==> src/rtl/uart_pkg.sv <==
// -----------------------------------------------------------------------------
// uart_pkg
// Shared constants for the UART transmitter slice: register offsets, the
// address-bit encoding derived from them, STATUS bit positions, the FIFO depth
// used by the optional FIFO build, transmitter FSM state codes and a helper
// that assembles the STATUS word.
// -----------------------------------------------------------------------------
package uart_pkg;

    // Byte offsets of the two registers; the single adr bit selects between them
    localparam logic [31:0] DATA_OFFSET   = 32'h0;
    localparam logic [31:0] STATUS_OFFSET = 32'h4;
    localparam logic        ADR_DATA      = DATA_OFFSET[2];
    localparam logic        ADR_STATUS    = STATUS_OFFSET[2];

    // STATUS bit positions
    localparam int STATUS_IDLE_BIT  = 1;
    localparam int STATUS_SPACE_BIT = 3;

    // Number of queued bytes in the FIFO build
    localparam int FIFO_DEPTH = 4;

    // Transmitter FSM state codes
    localparam logic [1:0] ST_IDLE  = 2'd0;
    localparam logic [1:0] ST_START = 2'd1;
    localparam logic [1:0] ST_DATA  = 2'd2;
    localparam logic [1:0] ST_STOP  = 2'd3;

    function automatic logic [31:0] status_word(input logic idle, input logic space);
        logic [31:0] w;
        w                   = '0;
        w[STATUS_IDLE_BIT]  = idle;
        w[STATUS_SPACE_BIT] = space;
        return w;
    endfunction

endpackage

==> src/rtl/uart_tx_if.sv <==
// -----------------------------------------------------------------------------
// uart_tx_if
// Register bus between a bus master and the UART transmitter.
//   sel  : access to the peripheral this cycle
//   adr  : register select, 0 = DATA, 1 = STATUS
//   wren : byte write enables, a write needs wren[0]
//   di   : write data, only di[7:0] is meaningful
//   dout : registered read data (the peripheral's "do" output)
// -----------------------------------------------------------------------------
interface uart_tx_if;
    logic        sel;
    logic        adr;
    logic [3:0]  wren;
    logic [31:0] di;
    logic [31:0] dout;

    modport master (output sel, adr, wren, di, input dout);
    modport slave  (input sel, adr, wren, di, output dout);
endinterface

==> src/rtl/uart_tx_fifo.sv <==
// -----------------------------------------------------------------------------
// uart_tx_fifo
// Synchronous FIFO holding bytes waiting for the transmitter. Only compiled
// when UART_TX_FIFO_EN is defined, since only that build instantiates it.
//   clk, n_reset : system clock, synchronous active-low reset
//   push, din    : enqueue din (ignored when full)
//   pop          : drop the head entry (ignored when empty)
//   dout         : head entry
//   full, empty  : occupancy flags
// -----------------------------------------------------------------------------
`ifdef UART_TX_FIFO_EN
module uart_tx_fifo
    import uart_pkg::*;
#(
    parameter int DEPTH = FIFO_DEPTH,
    parameter int WIDTH = 8
) (
    input  logic             clk,
    input  logic             n_reset,
    input  logic             push,
    input  logic [WIDTH-1:0] din,
    input  logic             pop,
    output logic [WIDTH-1:0] dout,
    output logic             full,
    output logic             empty
);

    localparam int AW = (DEPTH > 1) ? $clog2(DEPTH) : 1;

    logic [WIDTH-1:0] mem [DEPTH];
    logic [AW-1:0]    rd_ptr;
    logic [AW-1:0]    wr_ptr;
    logic [AW:0]      count;
    logic             do_push;
    logic             do_pop;

    assign do_push = push && !full;
    assign do_pop  = pop && !empty;
    assign full    = (count == (AW+1)'(DEPTH));
    assign empty   = (count == '0);
    assign dout    = mem[rd_ptr];

    // Pointers and occupancy; explicit wrap keeps non power-of-two depths correct
    always_ff @(posedge clk) begin
        if (!n_reset) begin
            rd_ptr <= '0;
            wr_ptr <= '0;
            count  <= '0;
        end else begin
            if (do_push) begin
                wr_ptr <= (wr_ptr == AW'(DEPTH - 1)) ? '0 : wr_ptr + 1'b1;
            end
            if (do_pop) begin
                rd_ptr <= (rd_ptr == AW'(DEPTH - 1)) ? '0 : rd_ptr + 1'b1;
            end
            case ({do_push, do_pop})
                2'b10:   count <= count + 1'b1;
                2'b01:   count <= count - 1'b1;
                default: count <= count;
            endcase
        end
    end

    // Storage needs no reset; empty flag guards stale contents
    always_ff @(posedge clk) begin
        if (do_push) begin
            mem[wr_ptr] <= din;
        end
    end

endmodule
`endif

==> src/rtl/uart_tx.sv <==
// -----------------------------------------------------------------------------
// uart_tx
// Memory-mapped 8N1 UART transmitter. Each bit lasts DIV = F_CLK/BAUD clocks.
//   clk     : system clock, rising edge
//   n_reset : synchronous active-low reset
//   bus     : register bus (uart_tx_if.slave): DATA write queues a byte,
//             STATUS read returns {space, 0, idle, 0} in bits [3:0]
//   tx      : serial line, idle high
// Build option UART_TX_FIFO_EN: queue pending bytes in a 4-entry FIFO instead
// of a single holding register.
// -----------------------------------------------------------------------------
module uart_tx
    import uart_pkg::*;
#(
    parameter int F_CLK = 12000000,
    parameter int BAUD  = 115200
) (
    input  logic     clk,
    input  logic     n_reset,
    uart_tx_if.slave bus,
    output logic     tx
);

    localparam int            DIV       = F_CLK / BAUD;
    localparam int            CW        = (DIV > 1) ? $clog2(DIV) : 1;
    localparam logic [CW-1:0] BAUD_LAST = CW'(DIV - 1);

    logic [1:0]    state;
    logic [CW-1:0] baud_cnt;
    logic [2:0]    bit_cnt;
    logic [7:0]    shift_q;
    logic          bit_end;
    logic          stop_done;
    logic          pending;
    logic [7:0]    pend_data;
    logic          pop;
    logic          push;
    logic          space;
    logic          idle;
    logic          unused_di;

    assign unused_di = ^bus.di[31:8];

    // A pending byte is taken either from IDLE or straight at the end of a
    // stop bit, so back-to-back frames have no gap between them
    assign bit_end   = (state != ST_IDLE) && (baud_cnt == BAUD_LAST);
    assign stop_done = (state == ST_STOP) && bit_end;
    assign pop       = pending && ((state == ST_IDLE) || stop_done);
    assign push      = bus.sel && bus.wren[0] && (bus.adr == ADR_DATA) && space;
    assign idle      = (state == ST_IDLE) && !pending;

`ifdef UART_TX_FIFO_EN
    logic fifo_full;
    logic fifo_empty;

    uart_tx_fifo #(
        .DEPTH (FIFO_DEPTH),
        .WIDTH (8)
    ) u_fifo (
        .clk     (clk),
        .n_reset (n_reset),
        .push    (push),
        .din     (bus.di[7:0]),
        .pop     (pop),
        .dout    (pend_data),
        .full    (fifo_full),
        .empty   (fifo_empty)
    );

    assign pending = !fifo_empty;
    assign space   = !fifo_full;
`else
    logic       hold_valid;
    logic [7:0] hold_data;

    // The holding register is counted as occupied for the whole frame, so a
    // second byte fits only while the transmitter is idle or is just taking
    // the held byte, which is when the register is refilled
    assign pending   = hold_valid;
    assign pend_data = hold_data;
    assign space     = (state == ST_IDLE) || pop;

    always_ff @(posedge clk) begin
        if (!n_reset) begin
            hold_valid <= 1'b0;
            hold_data  <= 8'h00;
        end else if (push) begin
            hold_valid <= 1'b1;
            hold_data  <= bus.di[7:0];
        end else if (pop) begin
            hold_valid <= 1'b0;
        end
    end
`endif

    // Transmitter FSM; tx is registered so a bit changes exactly on its boundary
    always_ff @(posedge clk) begin
        if (!n_reset) begin
            state    <= ST_IDLE;
            baud_cnt <= '0;
            bit_cnt  <= '0;
            shift_q  <= 8'h00;
            tx       <= 1'b1;
        end else begin
            case (state)
                ST_IDLE: begin
                    baud_cnt <= '0;
                    bit_cnt  <= '0;
                    if (pop) begin
                        state   <= ST_START;
                        shift_q <= pend_data;
                        tx      <= 1'b0;
                    end
                end
                ST_START: begin
                    if (bit_end) begin
                        baud_cnt <= '0;
                        state    <= ST_DATA;
                        tx       <= shift_q[0];
                    end else begin
                        baud_cnt <= baud_cnt + 1'b1;
                    end
                end
                ST_DATA: begin
                    if (bit_end) begin
                        baud_cnt <= '0;
                        if (bit_cnt == 3'd7) begin
                            bit_cnt <= '0;
                            state   <= ST_STOP;
                            tx      <= 1'b1;
                        end else begin
                            bit_cnt <= bit_cnt + 1'b1;
                            shift_q <= shift_q >> 1;
                            tx      <= shift_q[1];
                        end
                    end else begin
                        baud_cnt <= baud_cnt + 1'b1;
                    end
                end
                ST_STOP: begin
                    if (bit_end) begin
                        baud_cnt <= '0;
                        if (pop) begin
                            state   <= ST_START;
                            shift_q <= pend_data;
                            tx      <= 1'b0;
                        end else begin
                            state <= ST_IDLE;
                        end
                    end else begin
                        baud_cnt <= baud_cnt + 1'b1;
                    end
                end
                default: begin
                    state <= ST_IDLE;
                    tx    <= 1'b1;
                end
            endcase
        end
    end

    // Read data is registered and only refreshed by a read access (no byte
    // enables); STATUS already reflects a write accepted on the previous edge
    always_ff @(posedge clk) begin
        if (!n_reset) begin
            bus.dout <= 32'h0;
        end else if (bus.sel && (bus.wren == 4'b0000)) begin
            bus.dout <= (bus.adr == ADR_STATUS) ? status_word(idle, space) : 32'h0;
        end
    end

endmodule

==> src/flat_wrapper.sv <==
// flat-port wrapper written by rule: the top's interface ports become plain ports
module uart_tx_flat import uart_pkg::*;
#(
    parameter int F_CLK = 12000000,
    parameter int BAUD  = 115200
)
  (clk, n_reset, tx, bus_sel, bus_adr, bus_wren, bus_di, bus_dout);
  uart_tx_if bus_i ();
  input  logic clk;
  input  logic n_reset;
  output logic tx;
  input wire logic [$bits(bus_i.sel)-1:0] bus_sel;
  input wire logic [$bits(bus_i.adr)-1:0] bus_adr;
  input wire logic [$bits(bus_i.wren)-1:0] bus_wren;
  input wire logic [$bits(bus_i.di)-1:0] bus_di;
  output wire logic [$bits(bus_i.dout)-1:0] bus_dout;
  assign bus_i.sel = bus_sel;
  assign bus_i.adr = bus_adr;
  assign bus_i.wren = bus_wren;
  assign bus_i.di = bus_di;
  assign bus_dout = bus_i.dout;
  uart_tx #(.F_CLK(F_CLK), .BAUD(BAUD)) u_core (.clk(clk), .n_reset(n_reset), .bus(bus_i), .tx(tx));
endmodule
==> config.mk <==
export PLATFORM = sky130hd
export DESIGN_NAME = uart_tx_flat
export DESIGN_NICKNAME = d
export VERILOG_FILES = /design/src/rtl/uart_pkg.sv /design/src/rtl/uart_tx_if.sv /design/src/rtl/uart_tx_fifo.sv /design/src/rtl/uart_tx.sv /design/src/flat_wrapper.sv
export SDC_FILE = /design/constraint.sdc
export NUM_CORES = 1
export LEC_CHECK = 0
export ABC_AREA = 1
export ABC_CLOCK_PERIOD_IN_PS = 1600
export BUFFER_PORTS_ARGS = -buffer_cell sky130_fd_sc_hd__buf_2
export CORE_UTILIZATION = 35
export DETAILED_ROUTE_END_ITERATION = 8
export SLEW_MARGIN = 20
export SYNTH_ARGS = -nofsm -noshare
export SYNTH_HDL_FRONTEND = slang
export SYNTH_HIERARCHICAL = 1
export SYNTH_SLANG_ARGS = --single-unit
==> constraint.sdc <==
create_clock -name clk -period 1.6 [get_ports clk]
set_input_delay 0.24 -clock clk [delete_from_list [all_inputs] [get_ports clk]]
set_output_delay 0.24 -clock clk [all_outputs]
set_load 0.01 [all_outputs]
After elaboration in Yosys (flattened, before gate mapping)
Cells that the tools add are included.

Register bits: 62. Bits in latches: 0. RAM bits: 0. ROM bits: 0. Bits of input ports: 40. Output and inout port bits: 33. Logic and storage cells: 70. Memories: 0.

Add/subtract/negate cells: 2. Multipliers: 0. Divide/modulo/power cells: 0. $lt $le $gt $ge: 0. Equality and inequality tests: 11. Shifts and indexed selects: 0. Multiplexer cells: 26. Bitwise operators: 1. Reductions and logical operators: 22.

Operators with widths (count): 8-bit two-way mux (4); 8-bit case mux with 3 select lines (1); 7-bit case mux with 2 select lines (1); 2-bit two-way mux (5); 2-bit by 1-bit inequality test with 1-bit output, second input constant (5); 1-bit logical AND (8); 1-bit two-way mux (8); 2-bit case mux with 4 select lines (1); 7-bit by 1-bit adder with 7-bit output, second input constant (1); 7-bit == test, second input constant (1); 7-bit two-way mux (1); 3-bit two-way mux (2); 3-bit case mux with 2 select lines (1); 2-bit nonzero test (3); 5-bit AND reduction (1); 2-bit == test, second input constant (2); 4-bit logical NOT (1); 4-bit two-way mux (1); 1-bit case mux with 4 select lines (1); 4-bit AND reduction (1); 3-bit by 1-bit adder with 3-bit output, second input constant (1); 3-bit == test, second input constant (1); 3-bit AND reduction (1); 3-bit nonzero test (1); other kinds (8) (9).

Depth between registers and ports, before layout
Gate-level depths: netlist of run 1.

Word-level depth: 8. Gate-level depth with buffers: 12. Mapped depth without buffers: 11.

Worst setup path before layout of run 1
Ideal clock, no wire load.

Path kind: flip-flop to flip-flop. From: register u_core.state[0]. To: register u_core.shift_q[1]. Setup time: 113 ps. Data arrival time: 1563 ps. Data required time: 1487 ps. Slack: -76 ps. Cell stages (with the launch flop): 11. Path buffers: 2. Clock period less this slack: 1676 ps. Cell sequence: dfxtp_1 inv_1 ha_1 buf_2 inv_2 nand2_1 a21boi_2 nand3_4 buf_6 nor2_1 nor2_1.

Cells in the longest elaborated chain, start to end: 8. Elaborated cells on any way between the ends: 16. Classes of those cells: 5 x eq/ne; 3 x mux; 8 x reduce/logical.

Ends and longest elaborated chain: start, declared (line uart_tx.sv:28) `logic [1:0] state;`; start signal, assigned (line uart_tx.sv:99) `state <= ST_IDLE;`; start signal, assigned (line uart_tx.sv:110) `state <= ST_START;`; start signal, assigned (line uart_tx.sv:118) `state <= ST_DATA;`; 2-bit nonzero test (line uart_tx.sv:46) `assign bit_end = (state != ST_IDLE) && (baud_cnt == BAUD_LAST);`; 1-bit logical AND (line uart_tx.sv:46); 1-bit logical AND (line uart_tx.sv:47) `assign stop_done = (state == ST_STOP) && bit_end;`; 1-bit logical OR (line uart_tx.sv:48) `assign pop = pending && ((state == ST_IDLE) || stop_done);`; 1-bit logical AND (line uart_tx.sv:48); 8-bit two-way mux (2 in series); 8-bit case mux with 3 select lines (line uart_tx.sv:105) `case (state)`; end signal, assigned (line uart_tx.sv:111) `shift_q <= pend_data;`; end signal, assigned (line uart_tx.sv:133) `shift_q <= shift_q >> 1;`; end signal, assigned (line uart_tx.sv:145) `shift_q <= pend_data;`; end, declared (line uart_tx.sv:31) `logic [7:0] shift_q;`.

Parallel ways exist; a longest one is shown, timed or not. The select of a mux whose other input is x is not followed. A chain may end at the register's enable or synchronous reset.

Worst setup path in the final report of run 1
Same ends and word-level chain as after synthesis.

==> out/qor.txt, run 1 <==
Status - completed
Post-synthesis register bit count - 32
Chip Width - 74.39 microns
Ports - 73
Clock sinks - 32
Gr ovfl total - 0
Initial Utilization - 37.59%
Clk buf depth - 2
Crit share post-route - 97.55%
Crit-path leading delay family - simple AND/OR/NAND/NOR gates
Crit path kind - reg -> reg
Combinational Power Share - 50.7%
Critical path's largest stage delay - 350 ps
Placement Rows - 25
Synthesis-to-finish area growth - 23.74%
Synth Area in Simple Gates - 29.47%
Worst Reg-to-Reg Cells - 11
Register area share after synthesis - 34.92%
Largest net degree at the start of global routing - 18
Post-Syn Area - 1834 sq um
Highest clock rate - 640.7 MHz
Buffers and inverters on the worst path - 1
DP Wirelength - 2.466 mm
Hold_sp - bus_di[4]
Remaining DRCs - 0
Die area - 5534 sq um
WL per Instance - 10.15 microns
Combinational family with the most area after synthesis - simple AND/OR/NAND/NOR gates
PnR Total Power - 3.642 mW
Area of the core - 4880 sq um
Vias in the first global route - 1278
CTS Buf Count - 5
Reg clk slew, reported paths - 70 ps
Hold Path Depth - 3
Syn Area/Cell - 7.456 sq um
Most common cell on crit path - nand2_4
Antenna cells - 0
Worst R2R End - u_core/shift_q[1]
H-tree Lvls - 2
Worst Path Required - 1830 ps
R2R setup slack - 40 ps
Layout cells sized above 1 - 30.80%
Xor and xnor area share after synthesis - 0.4775%
Synth Area in Adders - 5.457%
Top cells by area, synth - dfxtp_1 (35%), buf_4 (13%), nand2_1 (10%), ha_1 (5.5%), a21oi_1 (5.2%)
Initial antenna violation count - 0
Power Dens Cells - 1605 nW/um^2
Post-synth top area cell - dfxtp_1
Max_cap viols - 0
Top post-synthesis cells by count - nand2_1 (50), dfxtp_1 (32), buf_4 (31)
Final min period - 1561 ps
Nature of the critical path endpoint - flip-flop
Placer Congestion - 0.7989
CP Launch Point - u_core/state[0]
Largest driver fanout on the critical path - 7
First-pass GRT wire length - 5.782 mm
Number of flops mapped to enable cells by yosys - 0
Complex-gate fraction of the synthesized area - 10.98%
Int Pwr - 2.146 mW
Fin worst setup slack - 39.19 ps
Final setup vio count - 0
Commonest register cell after synthesis - dfxtp_1
ANT nets after route - 0
DRT Pass-1 Iters - 4
Clock Tree Root - clkbuf_8
Dpl ws - -75.80 ps
Synth top area share - 34.92%
Startpoint types - flip-flop
Final hold violations - 0
Gate Count Post-Synth - 246
Vias - 1553
Worst-path cell chain - inv_4 -> ha_4 -> nor2_4 -> nand2_4 -> nand2_4 -> nand3_4 -> nand2_4 -> nand3_4 -> nand2_2 -> nand2_2 -> nor2_1
Number of DRC markers in iteration 0 - 90
Max Slew Vio Count - 0
Actual slew at the worst max-slew pin - 491.3 ps
Vias per Instance - 4.362
Final core occ - 46.51%
Post-synthesis mux area share - 0%
Distinct cells, synth - 32
Total wire length - 3.613 mm
Critical path arrival - 1790 ps
Asr flop ratio synth - 0%
Worst hold endpoint - u_core/hold_data[4]
Total track usage - 13.77%
Sequential share of power - 28.1%
Worst IR Drop VDD - 598.6 uV
Post-CTS Hold Buffers - 0
Max_slew headroom - 66.90%
Reg2reg start - u_core/state[0]
Min Hold Slack - 211.1 ps
Buffers on Ports - 18
CTS tree - built
Leakage power - 1.011 nW
Switch share - 41.08%
CP max stage cell - dfxtp_2
Final nets - 336
Worst-Skew Late Latency - 290 ps
Top-count cell post-synth - nand2_1
Net Switching - 1.496 mW
Clock power frac - 21.2%
Setup TNS - 0 ps
Chip height - 74.39 microns
Layout Skew - 9.002 ps
RSZ-0062 raised after global routing - true
Hold Path Class - in -> reg
Synth warn - 6
==> worst register-to-register path: stages (launching register included) <==
cell,delay (ps)
dfxtp_2,350
inv_4,50
ha_4,170
nor2_4,120
nand2_4,100
nand2_4,70
nand3_4,140
nand2_4,150
nand3_4,120
nand2_2,90
nand2_2,40
nor2_1,90
==> cells by family (layout without fill, tap and decap cells) <==
logic type,after synthesis,after routing
simple gates,110,111
flops,32,32
fa+ha+maj,8,8
other cells,1,30
compound gates,37,37
buf+inv,57,70
xor+xnor,1,1
==> per-stage QoR <==
step | std cells | area (sq um)
2_1_floorplan | 275 | 1947
3_3_place_gp | 342 | 1992
3_5_place_dp | 342 | 1992
4_1_cts | 351 | 2136
5_1_grt | 356 | 2270
6_report | 356 | 2270
==> worst max path at each step <==
| stage | to | slack (ps) | depth (start not counted) |
|---|---|---|---|
| 2_1_floorplan | u_core/shift_q[1] | 10 | 10 |
| 3_3_place_gp | u_core/hold_valid | -60 | 10 |
| 3_5_place_dp | u_core/hold_valid | -80 | 10 |
| 4_1_cts | u_core/shift_q[0] | 0.2 | 9 |
| 5_1_grt | u_core/shift_q[6] | -80 | 11 |
| 6_report | u_core/shift_q[1] | 40 | 11 |
==> sequential cells by signal, indices dropped and copies added (netlist names) <==
name,flops
u_core/bus.dout,2
u_core/hold_data,8
u_core/state,2
u_core/baud_cnt,7
u_core/hold_valid,1
u_core/shift_q,8
u_core/tx,1
u_core/bit_cnt,3
==> power groups by stage <==
stage                     Combinational [mW]  Sequential [mW]  Clock (mW)
after floorplan                         1.13             1.03           0
after global placement                  1.49             1.02           0
after detailed placement                1.50             1.03           0
after CTS                               1.61             1.01       0.792
after global routing                    2.06             1.04       0.834
final                                   1.85             1.02       0.773
==> cell type report <==
cell class	count	area, sq um
clock buffers	5	68.82
fillers	513	2610
flip-flops and latches	32	644.4
clock inverters	3	42.54
inverters	22	87.58
well taps	67	83.83
repair buffers	40	255.2
multi-input cells	187	1087
==> per-layer routing <==
layer	vias to the layer above	share of wire, %	track usage [%]
met1	685	50	18.72
met2	49	44	20.52
li1	812	-	-
met4	0	1.7	6.918
met3	7	3.7	2.981
met5	-	0	0
==> cell usage in the layout (no fill, tap or decap), types with 2 or more instances in the layout <==
cell,Yosys,layout
nor3b_1,3,3
nor2_1,25,24
dfxtp_2,0,3
clkbuf_8,0,5
conb_1,1,30
buf_2,1,18
o21ai_0,12,11
nand2_8,0,2
buf_4,31,22
ha_1,8,5
nand2_4,4,3
dfxtp_1,32,29
nand3_1,11,11
inv_2,3,5
nor2_4,1,2
ha_4,0,3
nand4_1,3,3
inv_1,18,14
inv_4,0,2
nand2_1,50,43
a21oi_1,19,18
nand3b_1,2,2
nand3_4,2,3
nand2_2,7,13
==> timing repair <==
item                       in CTS  in global routing
setup endpoints to repair      18                 22
setup buffers                   0                  5
resized for setup               5                 26
pin swaps                       2                  7
cloned                          1                  0
(Power assumes the default switching activity.)
==> run 2, diff against run 1 <==
--- a/config.mk
+++ b/config.mk
@@ -8,8 +8,9 @@
 export ABC_AREA = 1
 export ABC_CLOCK_PERIOD_IN_PS = 1600
 export BUFFER_PORTS_ARGS = -buffer_cell sky130_fd_sc_hd__buf_2
-export CORE_UTILIZATION = 35
+export CORE_UTILIZATION = 44
 export DETAILED_ROUTE_END_ITERATION = 8
+export PLACE_DENSITY = 0.76
 export SLEW_MARGIN = 20
 export SYNTH_ARGS = -nofsm -noshare
 export SYNTH_HDL_FRONTEND = slang
==> out/qor.txt, run 2 (synthesis gave the netlist of run 1 again) <==
Reg clk slew, reported paths - 70 ps (about the same)
Total wire length - 3.271 mm (was 3.613 mm)
Leakage power - 1.018 nW (was 1.011 nW)
Crit path kind - reg -> reg (unchanged)
Remaining DRCs - 0 (unchanged)
Crit share post-route - 96.26% (was 97.55%)
Switch share - 39.12% (was 41.08%)
Chip height - 66.57 microns (was 74.39 microns)
Int Pwr - 2.242 mW (was 2.146 mW)
Power Dens Cells - 1655 nW/um^2 (was 1605 nW/um^2)
Worst Reg-to-Reg Cells - 8 (was 11)
Placer Congestion - 0.8271 (was 0.7989)
H-tree Lvls - 2 (unchanged)
Dpl ws - -47.81 ps (was -75.80 ps)
Non-Filler Instances - 337 (was 356)
Actual slew at the worst max-slew pin - 509.6 ps (was 491.3 ps)
Most common cell after layout, fill and taps aside - nand2_1 (unchanged)
Clk buf depth - 2 (unchanged)
Max Slew Vio Count - 0 (unchanged)
Vias per Instance - 4.531 (was 4.362)
Final hold violations - 0 (unchanged)
Clock Tree Root - clkbuf_8 (unchanged)
Min Hold Slack - 217.2 ps (was 211.1 ps)
Worst IR Drop VDD - 952.8 uV (was 598.6 uV)
WL per Instance - 9.706 microns (was 10.15 microns)
Vias - 1527 (was 1553)
Max_slew headroom - 65.67% (was 66.90%)
Worst hold endpoint - u_core/hold_data[1] (was u_core/hold_data[4])
Fin worst setup slack - 59.77 ps (was 39.19 ps)
Initial Utilization - 45.86% (was 37.59%)
Net Switching - 1.440 mW (was 1.496 mW)
R2R setup slack - 60 ps (was 40 ps)
DP Wirelength - 2.329 mm (was 2.466 mm)
CTS Buf Count - 5 (unchanged)
Sequential share of power - 27.7% (was 28.1%)
Final min period - 1540 ps (was 1561 ps)
Placement Rows - 23 (was 25)
Commonest cells after routing, fill and taps aside - nand2_1 (45), conb_1 (30), dfxtp_1 (28), nor2_1 (24), buf_4 (20) (was nand2_1 (43), conb_1 (30), dfxtp_1 (29), nor2_1 (24), buf_4 (22))
Worst-path cell chain - ha_1 -> ha_1 -> nand2_2 -> a21boi_4 -> buf_4 -> nand4_1 -> nand2_1 -> nor2_1 (was inv_4 -> ha_4 -> nor2_4 -> nand2_4 -> nand2_4 -> nand3_4 -> nand2_4 -> nand3_4 -> nand2_2 -> nand2_2 -> nor2_1)
CP max stage cell - dfxtp_1 (was dfxtp_2)
Biggest regs - u_core/hold_data: 8 flops, u_core/shift_q: 8 flops, u_core/baud_cnt: 7 flops (unchanged)
Worst R2R End - u_core/shift_q[0] (was u_core/shift_q[1])
Reg2reg start - u_core/bit_cnt[0] (was u_core/state[0])
Initial antenna violation count - 0 (unchanged)
Final setup vio count - 0 (unchanged)
Hold Path Class - in -> reg (unchanged)
Ports - 73 (unchanged)
Number of DRC markers in iteration 0 - 51 (was 90)
Synthesis-to-finish area growth - 21.28% (was 23.74%)
Buffers on Ports - 18 (unchanged)
Area of the core - 4000 sq um (was 4880 sq um)
Layout cells sized above 1 - 28.57% (was 30.80%)
Layout Skew - 3.361 ps (was 9.002 ps)
Combinational Power Share - 49.2% (was 50.7%)
Final nets - 334 (was 336)
RSZ-0062 raised after global routing - true (unchanged)
Gr ovfl total - 0 (unchanged)
Antenna cells - 0 (unchanged)
First-pass GRT wire length - 5.409 mm (was 5.782 mm)
Max_cap viols - 0 (unchanged)
ANT nets after route - 0 (unchanged)
Setup TNS - 0 ps (unchanged)
Critical path arrival - 1730 ps (was 1790 ps)
Worst Path Required - 1790 ps (was 1830 ps)
Hold Path Depth - 3 (unchanged)
Startpoint types - flip-flop (unchanged)
DRT Pass-1 Iters - 4 (unchanged)
CTS tree - built (unchanged)
Largest net degree at the start of global routing - 15 (was 18)
Worst-Skew Late Latency - 290 ps (about the same)
Critical path's largest stage delay - 320 ps (was 350 ps)
Nature of the critical path endpoint - flip-flop (unchanged)
Largest driver fanout on the critical path - 3 (was 7)
Most common cell on crit path - ha_1 (was nand2_4)
Hold_sp - bus_di[1] (was bus_di[4])
Placed insts - 327 (was 342)
Post-CTS Hold Buffers - 0 (unchanged)
Die area - 4431 sq um (was 5534 sq um)
Vias in the first global route - 1292 (was 1278)
Chip Width - 66.57 microns (was 74.39 microns)
Status - completed (unchanged)
Total track usage - 15.97% (was 13.77%)
Clock power frac - 23.1% (was 21.2%)
Clock sinks - 32 (unchanged)
PnR Total Power - 3.682 mW (was 3.642 mW)
Highest clock rate - 649.3 MHz (was 640.7 MHz)
run 2: worst max path at each step:
stage / start / end / slack [ps] / cells past startpoint
2_1_floorplan: u_core/state[0] / u_core/shift_q[1] / 10 / 10
3_3_place_gp: u_core/state[0] / u_core/hold_valid / -30 / 10
3_5_place_dp: u_core/state[0] / u_core/hold_valid / -50 / 10
4_1_cts: u_core/state[1] / u_core/shift_q[1] / -2 / 9
5_1_grt: u_core/state[0] / u_core/shift_q[1] / -20 / 9
6_report: u_core/bit_cnt[0] / u_core/shift_q[0] / 60 / 8
run 2: what timing repair did:
action                     CTS  global route
resized for setup            3            23
setup endpoints to repair   15            23
pin swaps                    1             6
buffers inserted             0             1
cloned                       0             1
run 2: through the flow:
step	area, sq um	utilization, %
detailed placement	1986	49.64
global route	2225	55.61
global placement	1986	49.64
floorplan	1947	-
CTS	2120	52.99
finish	2225	55.61
run 2: worst max-delay path: cells and delay by family (launching register included):
kind / cells / cell delay [ps]
fa+ha+maj: 2 / 410
flops: 1 / 320
simple gates: 4 / 280
compound gates: 1 / 270
buf+inv: 1 / 160
run 2: per-layer routing:
| metal | part of all wire, % | GRT usage [%] |
|---|---|---|
| met3 | 5.4 | 4.623 |
| met4 | 0.86 | 6.383 |
| met5 | 0 | 0 |
| met2 | 44 | 26.01 |
| met1 | 49 | 19.52 |
run 2: layout make-up:
class / count / area (sq um)
clock inverter: 1 / 30.03
timing repair buffer: 38 / 240.2
fill: 350 / 1775
multi-input combinational: 187 / 1065
tap: 50 / 62.56
inverter: 22 / 85.08
sequential: 32 / 645.6
clock buffer: 7 / 96.34
run 2: power groups by stage:
| stage | sequential (mW) | combinational, mW | clock [mW] |
|---|---|---|---|
| finish | 1.02 | 1.81 | 0.850 |
| global route | 1.04 | 2.03 | 0.910 |
| CTS | 1.01 | 1.57 | 0.873 |
| detailed placement | 1.03 | 1.52 | 0 |
| global placement | 1.02 | 1.49 | 0 |
| floorplan | 1.03 | 1.13 | 0 |
